$ cat src/rtl/bus_arbiter_pkg.sv
// Shared definitions for the internal bus arbiter:
// requester ids, FSM encoding and BIU source select.
package bus_arbiter_pkg;

  localparam int REQ_FCU = 0;
  localparam int REQ_EU  = 1;
  localparam int REQ_CTL = 2;

  typedef enum logic [1:0] {
    ST_IDLE = 2'd0,
    ST_OWN  = 2'd1,
    ST_REL  = 2'd2
  } state_e;

  typedef enum logic [1:0] {
    SEL_FCU = 2'd0,
    SEL_EU  = 2'd1,
    SEL_CTL = 2'd2
  } bus_sel_e;

  // Source select driven while the bus has no owner
  localparam logic [1:0] SEL_IDLE = 2'd0;

  function automatic logic [7:0] sat_inc8(
    input logic [7:0] v
  );
    return (v == 8'hFF) ? v : v + 8'd1;
  endfunction

endpackage

$ cat src/rtl/bus_arbiter_rr_pick.sv
// Combinational winner picker: round-robin after last_i,
// or strict priority (lowest index) when FIXED_PRI=1.
module rr_pick
  import bus_arbiter_pkg::*;
#(
  parameter int NREQ      = 3,
  parameter bit FIXED_PRI = 1'b0
) (
  input  logic [NREQ-1:0] req_i,
  input  logic [1:0]      last_i,
  output logic            valid_o,
  output logic [1:0]      idx_o
);

  int j;

  // Scan from the lowest-priority candidate up so the
  // highest-priority set request is the final write.
  always_comb begin
    valid_o = |req_i;
    idx_o   = '0;
    j       = 0;
    for (int off = NREQ; off >= 1; off--) begin
      if (FIXED_PRI)
        j = off - 1;
      else
        j = (int'(last_i) + off) % NREQ;
      for (int i = 0; i < NREQ; i++) begin
        if (i == j && req_i[i])
          idx_o = 2'(i);
      end
    end
  end

endmodule

$ cat src/rtl/bus_arbiter.sv
// Internal 16-bit bus arbiter: one owner at a time,
// turnaround cycle between tenures, watchdog release.
module bus_arbiter
  import bus_arbiter_pkg::*;
#(
  parameter int NREQ      = 3,
  parameter int TIMEOUT   = 15,
  parameter bit FIXED_PRI = 1'b0
) (
  input  logic            clk,
  input  logic            reset,
  input  logic [NREQ-1:0] req,
  input  logic [NREQ-1:0] done,
  output logic [NREQ-1:0] gnt,
  output logic [1:0]      owner,
  output logic            busy,
  output logic            cs_bus,
  output logic [1:0]      bus_sel,
  output logic            timeout_err,
  output logic [7:0]      err_cnt
);

  localparam int CW = $clog2(TIMEOUT + 1);

  state_e        state_q, state_d;
  logic [1:0]    owner_q, owner_d;
  logic [1:0]    last_q, last_d;
  logic [CW-1:0] cnt_q, cnt_d;
  logic          tmo_q, tmo_d;
  logic [7:0]    err_q, err_d;

  logic          pick_valid;
  logic [1:0]    pick_idx;

  rr_pick #(
    .NREQ      (NREQ),
    .FIXED_PRI (FIXED_PRI)
  ) u_pick (
    .req_i   (req),
    .last_i  (last_q),
    .valid_o (pick_valid),
    .idx_o   (pick_idx)
  );

  always_ff @(posedge clk) begin
    if (!reset) begin
      state_q <= ST_IDLE;
      owner_q <= '0;
      last_q  <= 2'(NREQ - 1);
      cnt_q   <= '0;
      tmo_q   <= 1'b0;
      err_q   <= '0;
    end else begin
      state_q <= state_d;
      owner_q <= owner_d;
      last_q  <= last_d;
      cnt_q   <= cnt_d;
      tmo_q   <= tmo_d;
      err_q   <= err_d;
    end
  end

  always_comb begin
    state_d = state_q;
    owner_d = owner_q;
    last_d  = last_q;
    cnt_d   = cnt_q;
    tmo_d   = 1'b0;
    err_d   = err_q;
    unique case (state_q)
      ST_IDLE: begin
        if (pick_valid) begin
          owner_d = pick_idx;
          cnt_d   = CW'(1);
          state_d = ST_OWN;
        end
      end
      ST_OWN: begin
        // done beats abandon, which beats the watchdog
        if (done[owner_q]) begin
          state_d = ST_REL;
        end else if (!req[owner_q]) begin
          state_d = ST_REL;
        end else if (cnt_q == CW'(TIMEOUT)) begin
          state_d = ST_REL;
          tmo_d   = 1'b1;
          err_d   = sat_inc8(err_q);
        end else begin
          cnt_d = cnt_q + 1'b1;
        end
      end
      ST_REL: begin
        last_d  = owner_q;
        cnt_d   = '0;
        state_d = ST_IDLE;
      end
      default: state_d = ST_IDLE;
    endcase
  end

  always_comb begin
    gnt = '0;
    for (int i = 0; i < NREQ; i++)
      gnt[i] = (state_q == ST_OWN) && (owner_q == 2'(i));
  end

  assign busy        = (state_q == ST_OWN);
  assign cs_bus      = busy;
  assign owner       = owner_q;
  assign bus_sel     = busy ? owner_q : SEL_IDLE;
  assign timeout_err = tmo_q;
  assign err_cnt     = err_q;

endmodule

$ cat config.mk
export PLATFORM = sky130hd
export DESIGN_NAME = bus_arbiter
export DESIGN_NICKNAME = d
export VERILOG_FILES = /design/src/rtl/bus_arbiter_pkg.sv /design/src/rtl/bus_arbiter_rr_pick.sv /design/src/rtl/bus_arbiter.sv
export SDC_FILE = /design/constraint.sdc
export NUM_CORES = 1
export LEC_CHECK = 0
export BUFFER_PORTS_ARGS = -buffer_cell sky130_fd_sc_hd__buf_2
export CAP_MARGIN = 30
export CORE_ASPECT_RATIO = 1.5
export CORE_MARGIN = 2
export CORE_UTILIZATION = 50
export DETAILED_ROUTE_END_ITERATION = 7
export PLACE_DENSITY = 0.78
export SLEW_MARGIN = 20
export SYNTH_ARGS = -nofsm -noshare
export SYNTH_HDL_FRONTEND = slang
export SYNTH_SLANG_ARGS = --single-unit
$ cat constraint.sdc
create_clock -name clk -period 4.7 [get_ports clk]
set_clock_uncertainty 0.15 [all_clocks]
set_input_delay 0.47 -clock clk [delete_from_list [all_inputs] [get_ports clk]]
set_output_delay 0.47 -clock clk [all_outputs]
set_load 0.005 [all_outputs]
# Yosys cells after proc, flatten, opt, wreduce, memory -nomap -nowiden
# Index checks and enable logic that the tools add are counted.
# word_totals
in_bits,8
ff_bits,19
out_inout_bits,18
# op_classes
eq_ne,17
reduce_logical,22
order_cmp,1
div_mod_pow,3
mux,24
bitwise_logic,5
n_addsub,5
# op_table
cell,n
equality test 2 x 32 -> 1 bit (first input constant),3
equality test 3 x 32 -> 1 bit (first input constant),3
modulo 32 x 3 -> 32 bit (second input constant),3
zero test 32 bit,2
2-to-1 mux 2 bit,12
2-to-1 mux 4 bit,4
one-hot mux 4 bit (3 select lines),1
logical AND 1 bit,11
AND reduction 5 bit,2
adder 8 x 1 -> 8 bit (second input constant),1
equality test 8 bit (second input constant),1
adder 2 x 2 -> 3 bit (second input constant),2
inequality test 2 bit (second input constant),3
inverter 1 bit,5
adder 4 x 1 -> 4 bit (second input constant),1
binary-select mux 1 bit (select 2 bit),2
equality test 2 x 1 -> 1 bit (second input constant),2
equality test 2 bit (second input constant),2
equality test 4 bit (second input constant),1
zero test 2 bit,2
2-to-1 mux 1 bit,4
inequality test 4 x 3 -> 1 bit (second input constant),1
one-hot mux 2 bit (2 select lines),1
AND reduction 2 bit,2
6 further kinds,6

# Depth between registers and ports, before layout
# Gate-level depths: netlist of the first run.
# logic_depth
depth_word,12
depth_mapped,6

# Hierarchy
# Synthesis of the first run repeated with hierarchy kept, for this count alone.
# hier_totals
cells_unflattened,138
area_unflattened_um2,1232.4
# by_module_without_submodules
module,area_per_inst_um2,cells_each,n_inst
bus_arbiter,1139.8,126,1
rr_pick,92.6,12,1

# Worst setup path after synthesis of the first run
# No wires, ideal clock.
# synth_path
path_kind,reg-to-reg
startpoint,register state_q[1]
endpoint,"register err_q[6], in the netlist err_cnt[6]"
setup_time_ns,0.070
path_buffers,0
stages_incl_launch_ff,7
path_slack_ns,2.825
t_arrival_ns,1.655
path_cell_list,dfxtp_1 -> inv_1 -> ha_1 -> nand4_1 -> a31o_2 -> or4_1 -> a21oi_1
# synth_via
elab_chain_len,2
# synth_rtl
element,line_no,source
"start, declared",bus_arbiter.sv:25,"state_e state_q, state_d;"
"start signal, assigned",bus_arbiter.sv:54,state_q <= state_d;
equality test 2 x 1 -> 1 bit,n/a,
named net busy,bus_arbiter.sv:16,"output logic busy,"
AND reduction 5 bit (no source line),n/a,
"end signal, assigned",bus_arbiter.sv:59,err_q <= err_d;
"end, declared",bus_arbiter.sv:30,"logic [7:0] err_q, err_d;"
# The timed path passes the listed nets, and every way through them passes these cells.
# A chain may end at the register's enable or synchronous reset.

# Worst setup path in the final report of the first run
# layout_path
startpoint,register state_q[1]
endpoint,output port gnt[1]
# layout_via
elab_chain_len,2
# layout_rtl
element,line_no,source
equality test 2 x 1 -> 1 bit,bus_arbiter.sv:104,gnt[i] = (state_q == ST_OWN) && (owner_q == 2'(i));
logical AND 1 bit,bus_arbiter.sv:104,
"end, declared",bus_arbiter.sv:14,"output logic [NREQ-1:0] gnt,"
# Every way passes these cells.

==> results.json, run 1 <==
{
  "path_clk_slew_ps": 110,
  "cts_tree": "built",
  "fp.dieArea_um2": 2690,
  "power_uw": 332,
  "r2r-start": "state_q[1]",
  "drt-vias-per-instance": 6.24,
  "outcome": "completed",
  "start_util_pct": 51.6,
  "finalCriticalPeriod_ps": 2330,
  "synth_top_area_cell": "dfxtp_1",
  "grt_overflow": 0,
  "numCtsBuffers": 3,
  "p_leak_uw": 0.000546,
  "path_max_fanout": 18,
  "rsz0062_at_grt": "no",
  "hold_viol": 0,
  "holdBufCountCts": 0,
  "fmax_mhz": 429,
  "drt-initial-drc-count": 29,
  "worstReg2RegEnd": "err_cnt[6]",
  "via_count": 1123,
  "nFillCells": 210,
  "drive_gt1_share_pct": 21.0,
  "clk_path_buf_depth": 2,
  "ys_warn_count": 0,
  "place_congestion": 0.850,
  "critPathCapture": "gnt[1]",
  "ir_drop_mv": 0.167,
  "synthArstFlopShare_pct": 0,
  "dieWidth_um": 43.0,
  "grt_first_pass_wirelength_um": 4620,
  "end_kind": "primary output",
  "critPathLaunchType": "flop",
  "crit_start": "state_q[1]",
  "antenna_found_initial": 0,
  "syn-cell-area_um2": 1140,
  "num-nets-final": 174,
  "maxCapViolations": 0,
  "grt_usage_pct": 21.6,
  "grt_pass1_vias": 1072,
  "synth_edf_count": 0,
  "path_class": "flop to primary output",
  "diodes": 0,
  "reg2reg_setup_slack_ps": 2380,
  "ant_nets": 0,
  "h-tree-depth": 1,
  "p_per_area_nw_per_um2": 256,
  "ys_seq_area_share_pct": 33.4,
  "synth_cells": 133,
  "io_buffers": 25,
  "worstPathRequired_ps": 4080,
  "netlist.area_leader.share_pct": 33.4,
  "synth_cell_type_count": 41,
  "post_cts_buffers": 0,
  "drt-total-wl_um": 2670,
  "synthTopCellsByArea": "dfxtp_1 (33%), ha_1 (8.8%), a21oi_1 (4.0%)",
  "cts-root-buf": "clkbuf_4",
  "tightestPinTransition_ps": 851,
  "grt_start_max_net_pins": 19,
  "finalMaxSlewViolations": 0,
  "avgSynthCellArea_um2": 8.57,
  "cts-resized-gates": 0,
  "hold_path_class": "input port to flop",
  "ff2ff_path_depth": 6,
  "clock_latency_ps": 290,
  "slew_headroom_pct": 42.9,
  "final_min_period_over_clock_period_pct": 49.6,
  "synth-main-ff-cell": "dfxtp_1",
  "clock-sinks": 19,
  "wl_per_cell_um": 14.8,
  "syn_nets": 149,
  "die-height_um": 62.5,
  "drtPass1Iterations": 4,
  "io_pins": 26,
  "fin_setup_tns_ps": 0,
  "core_um2": 2210,
  "arrival_ps": 1710,
  "dp_hpwl_um": 2000,
  "finalSetupViolations": 0,
  "drc_errors": 0,
  "rows": 21,
  "syn2layout_area_growth_pct": 13.7,
  "synth_seq_cells": 19
}
[how the worst min path moves through the flow]
| stage | startpoint | endpoint | slack (ps) | cells past startpoint |
|---|---|---|---|---|
| 2_1_floorplan | cnt_q[1] | cnt_q[1] | 310 | 2 |
| 3_3_place_gp | cnt_q[1] | cnt_q[1] | 330 | 2 |
| 3_5_place_dp | cnt_q[1] | cnt_q[1] | 340 | 2 |
| 4_1_cts | reset | last_q[1] | 340 | 2 |
| 5_1_grt | req[2] | owner[1] | 360 | 3 |
| 6_report | reset | last_q[1] | 350 | 2 |
[synth_stat cells, types with 2 or more instances]
library cell / number
or4_1: 4
a211oi_1: 3
ha_1: 8
nand2b_1: 3
inv_1: 7
clkbuf_1: 3
nand4_1: 3
or3_1: 3
nand2_1: 10
nor2_1: 7
nor3_1: 3
o311ai_0: 2
a31o_1: 2
nand3_1: 4
and3_1: 3
and2_1: 2
a31oi_1: 4
o31ai_1: 5
o211ai_1: 3
a21oi_1: 9
dfxtp_1: 19
and4bb_1: 2
o41ai_1: 2
o21ai_0: 4
mux2i_1: 2
[power by group]
part / switching (µW) / internal, µW / total (µW)
Sequential: 8.11 / 168 / 176
Clock: 48.5 / 33.0 / 81.5
Combinational: 44.2 / 30.6 / 74.8
Total: 101 / 231 / 332
[worst max-delay path: stages (launching register included)]
cell     delay [ps]
dfxtp_1         360
inv_1            90
ha_1            510
and2_1          220
nor2b_1         120
buf_2           120
[placed cells by master (no fill, tap or decap), drive strengths merged]
cell	instances
and4bb	2
or3b	1
buf	25
nand4	3
a31o	3
o2111ai	1
dfxtp	19
mux2i	2
nand2	10
o41ai	2
nor3b	1
and3b	1
a311o	1
and2	2
a211oi	3
nand2b	3
or3	3
a21oi	9
nand3b	1
o311ai	2
and3	3
or4	4
o31ai	5
a31oi	4
nor4b	2
clkbuf	4
nor2	7
inv	7
or4b	1
o21ai	4
o22ai	1
ha	8
nand3	4
or2	1
nor3	4
o211ai	3
nor2b	1
[stage by stage]
stage          area (µm²)  setup slack, ps  cells  utilization (%)  hold slack (ps)
2_1_floorplan        1140             2820    133                -              312
3_3_place_gp         1270             2500    176             57.5              330
3_5_place_dp         1270             2420    176             57.5              341
4_1_cts              1300             2370    180             58.7              341
5_1_grt              1300             2160    180             58.7              356
6_report             1300             2370    180             58.7              348
[flip-flops by register name, indices dropped and copies added, names as in the netlist]
name and count:
err_cnt 8, cnt_q 4, last_q 2, owner 2, state_q 2, timeout_err 1
[routing by layer]
layer  wire length, µm  GRT usage [%]
met1              1140           25.1
met2              1340           36.9
met3               127           2.31
met4                65           12.5
met5                 0              0
[layout make-up]
class,count,area (µm²),share of cell area (%)
timing repair buffer,25,125,9.65
sequential,19,380,29.3
multi-input combinational,102,709,54.7
inverter,7,26.3,2.03
clock buffer,4,26.3,2.03
tap,23,28.8,2.22
[logic make-up after synthesis]
kind of cell | Yosys count | synth area share (%)
compound gates | 38 | 22.7
fa+ha+maj | 8 | 8.78
buf+inv | 12 | 4.39
flops | 19 | 33.4
mux | 2 | 1.76
simple gates | 54 | 29.0
Note: power is estimated with default switching activity, not from simulation.
==> inputs of run 2 (changes only) <==
--- a/config.mk
+++ b/config.mk
@@ -5,13 +5,14 @@
 export SDC_FILE = /design/constraint.sdc
 export NUM_CORES = 1
 export LEC_CHECK = 0
+export ABC_AREA = 1
 export BUFFER_PORTS_ARGS = -buffer_cell sky130_fd_sc_hd__buf_2
 export CAP_MARGIN = 30
 export CORE_ASPECT_RATIO = 1.5
 export CORE_MARGIN = 2
 export CORE_UTILIZATION = 50
 export DETAILED_ROUTE_END_ITERATION = 7
-export PLACE_DENSITY = 0.78
+export PLACE_DENSITY = 0.77
 export SLEW_MARGIN = 20
 export SYNTH_ARGS = -nofsm -noshare
 export SYNTH_HDL_FRONTEND = slang
==> constraint.sdc (replaced) <==
create_clock -name clk -period 2.33 [get_ports clk]
set_clock_uncertainty 0.15 [all_clocks]
set_input_delay 0.233 -clock clk [delete_from_list [all_inputs] [get_ports clk]]
set_output_delay 0.233 -clock clk [all_outputs]
set_load 0.005 [all_outputs]
==> results.json, run 2 <==
{
  "h-tree-depth": 1,
  "outcome": "completed",
  "via_count": 1227,
  "path_common_cell": "inv_1",
  "drc_errors": 0,
  "layout_commonest_cell": "nand2_1",
  "hold_path_class": "input port to flop",
  "ir_drop_mv": 0.317,
  "core_um2": 2260,
  "tightestPinTransition_ps": 507,
  "synth_edf_count": 0,
  "path_buf_inv": 3,
  "final_min_period_over_clock_period_pct": 85.5,
  "grt_first_pass_wirelength_um": 4640,
  "synth_common_cells": "nand2_1 (33), nand3_1 (22), a21oi_1 (20), inv_1 (20), dfxtp_1 (19)",
  "p_leak_uw": 0.000703,
  "fin_setup_tns_ps": 0,
  "drt-vias-per-instance": 5.45,
  "power_uw": 806,
  "finalMaxSlewViolations": 0,
  "largest_reg_flops": 8,
  "slew_headroom_pct": 65.9,
  "combPwrFrac_pct": 31.2,
  "numCtsBuffers": 3,
  "crit_cells": 5,
  "synth_seq_cells": 19,
  "ant_nets": 0,
  "place_congestion": 0.840,
  "rsz0062_at_grt": "no",
  "crit_start": "state_q[1]",
  "drt-initial-drc-count": 22,
  "min_path_cells": 3,
  "end_kind": "primary output",
  "fmax_mhz": 502,
  "io_pins": 26,
  "arrival_ps": 1610,
  "maxCapViolations": 0,
  "yosysMostFrequentCell": "nand2_1",
  "path_class": "flop to primary output",
  "syn-cell-area_um2": 1200,
  "crit_path_max_incr_delay_ps": 400,
  "avgSynthCellArea_um2": 6.81,
  "reg2reg_setup_slack_ps": 580,
  "ff2ff_path_depth": 7,
  "worstHoldStart": "reset",
  "crit_chain": "inv_1 > ha_1 > inv_1 > nor3_1 > buf_2",
  "ys_seq_area_share_pct": 31.6,
  "diodes": 0,
  "num-nets-final": 219,
  "syn_nets": 193,
  "grt_usage_pct": 21.0,
  "dp_hpwl_um": 2110,
  "path_max_fanout": 11,
  "post_cts_buffers": 0,
  "p_per_area_nw_per_um2": 591,
  "fp.dieArea_um2": 2830,
  "synth_cell_type_count": 26,
  "clock-sinks": 19,
  "final_cell_mix": "nand2_1 (33), buf_2 (25), nand3_1 (22)",
  "grt_start_max_net_pins": 13,
  "grt_overflow": 0,
  "finalCriticalPeriod_ps": 1990,
  "synthArstFlopShare_pct": 0,
  "antenna_found_initial": 0,
  "grt_pass1_vias": 1179,
  "rows": 21,
  "cts_tree": "built",
  "die-height_um": 64.1,
  "netlist.area_leader.share_pct": 31.6,
  "p_sw_uw": 291,
  "drt-total-wl_um": 2700,
  "worstPathRequired_ps": 1950,
  "synthTopCellsByArea": "dfxtp_1 (32%), nand2_1 (10%), nand3_1 (9.1%)",
  "clk_path_buf_depth": 2,
  "ys_warn_count": 0,
  "cts-resized-gates": 0,
  "drtPass1Iterations": 4,
  "path_clk_slew_ps": 110,
  "r2r-start": "state_q[1]",
  "p_int_uw": 516,
  "synth_top_area_cell": "dfxtp_1",
  "holdBufCountCts": 0,
  "synth_cells": 177,
  "crit_slowest_cell": "ha_1",
  "hold_viol": 0,
  "critPathLaunchType": "flop",
  "io_buffers": 25,
  "dieWidth_um": 44.1,
  "nFillCells": 209,
  "clock_latency_ps": 290,
  "start_util_pct": 53.3,
  "drive_gt1_share_pct": 20.8,
  "cts-root-buf": "clkbuf_4",
  "path_delay_family": "adder cells",
  "synth-main-ff-cell": "dfxtp_1",
  "power_frac_clock_pct": 20.6,
  "syn2layout_area_growth_pct": 13.2,
  "wl_per_cell_um": 12.0,
  "finalSetupViolations": 0,
  "seqPwrFrac_pct": 48.2,
  "switching_share_pct": 36.0
}
[run 2: changes by cell type in the layout (fill, tap and decap cells not counted), sizes merged, moves of 4 or more]
cell   delta
o31ai     -4
nor2     +13
nand2    +30
or4       -4
nand3    +19
a31oi     -4
a21oi    +11
inv      +16
xor2      +4
[run 2: path summary, 6_finish.rpt]
check,to
setup / recovery,gnt[0]
hold / removal,cnt_q[2]
setup reg to reg,err_cnt[5]
hold reg to reg,last_q[1]
[run 2: kinds of logic (layout without fill, tap and decap cells)]
group	after synthesis	in the layout	synth area share [%]
AO/OA/AOI/OAI	31	31	13.8
XOR/XNOR	5	5	3.63
adder cells (fa/ha/maj)	8	8	8.31
buffers and inverters	27	52	8.93
flip-flops	19	19	31.6
AND/OR/NAND/NOR	87	87	33.7
[run 2: area by class of cell]
cell class,instances,area (µm²),share of cell area (%)
flip-flops and latches,19,380,27.9
inverters,23,86.3,6.33
multi-input cells,131,717,52.6
clock buffers,4,26.3,1.93
well taps,23,28.8,2.11
repair buffers,25,125,9.17
[run 2: power groups by stage]
stage / Clock (µW) / Sequential [µW] / Combinational, µW
2_1_floorplan: 0 / 383 / 200
3_3_place_gp: 0 / 393 / 246
3_5_place_dp: 0 / 396 / 250
4_1_cts: 173 / 389 / 252
5_1_grt: 190 / 394 / 285
6_report: 166 / 389 / 252
[run 2: metal layers]
| layer | global-route usage, % | share of wire (%) | vias up |
|---|---|---|---|
| met5 | 0 | 0 | - |
| li1 | - | - | 626 |
| met2 | 40.1 | 54 | 36 |
| met4 | 8.71 | 1.0 | 0 |
| met1 | 21.9 | 41 | 561 |
| met3 | 2.26 | 4.2 | 4 |
[run 2: through the flow]
stage          util [%]  setup WS (ps)  std cells  instance area [µm²]  hold slack, ps
2_1_floorplan         -            801        177                 1200             204
3_3_place_gp       59.2            667        221                 1340             327
3_5_place_dp       59.2            609        221                 1340             350
4_1_cts            60.4            343        225                 1360            83.1
5_1_grt            60.4            248        225                 1360            91.0
6_report           60.4            337        225                 1360            96.0
[run 2: worst reg2reg max path: stages, from the launching register on]
cell     delay [ps]
dfxtp_1         360
inv_1            90
ha_1            400
nand2_2         140
nor2_4          190
nand2_4         120
nand2_1          90
a21oi_1          70
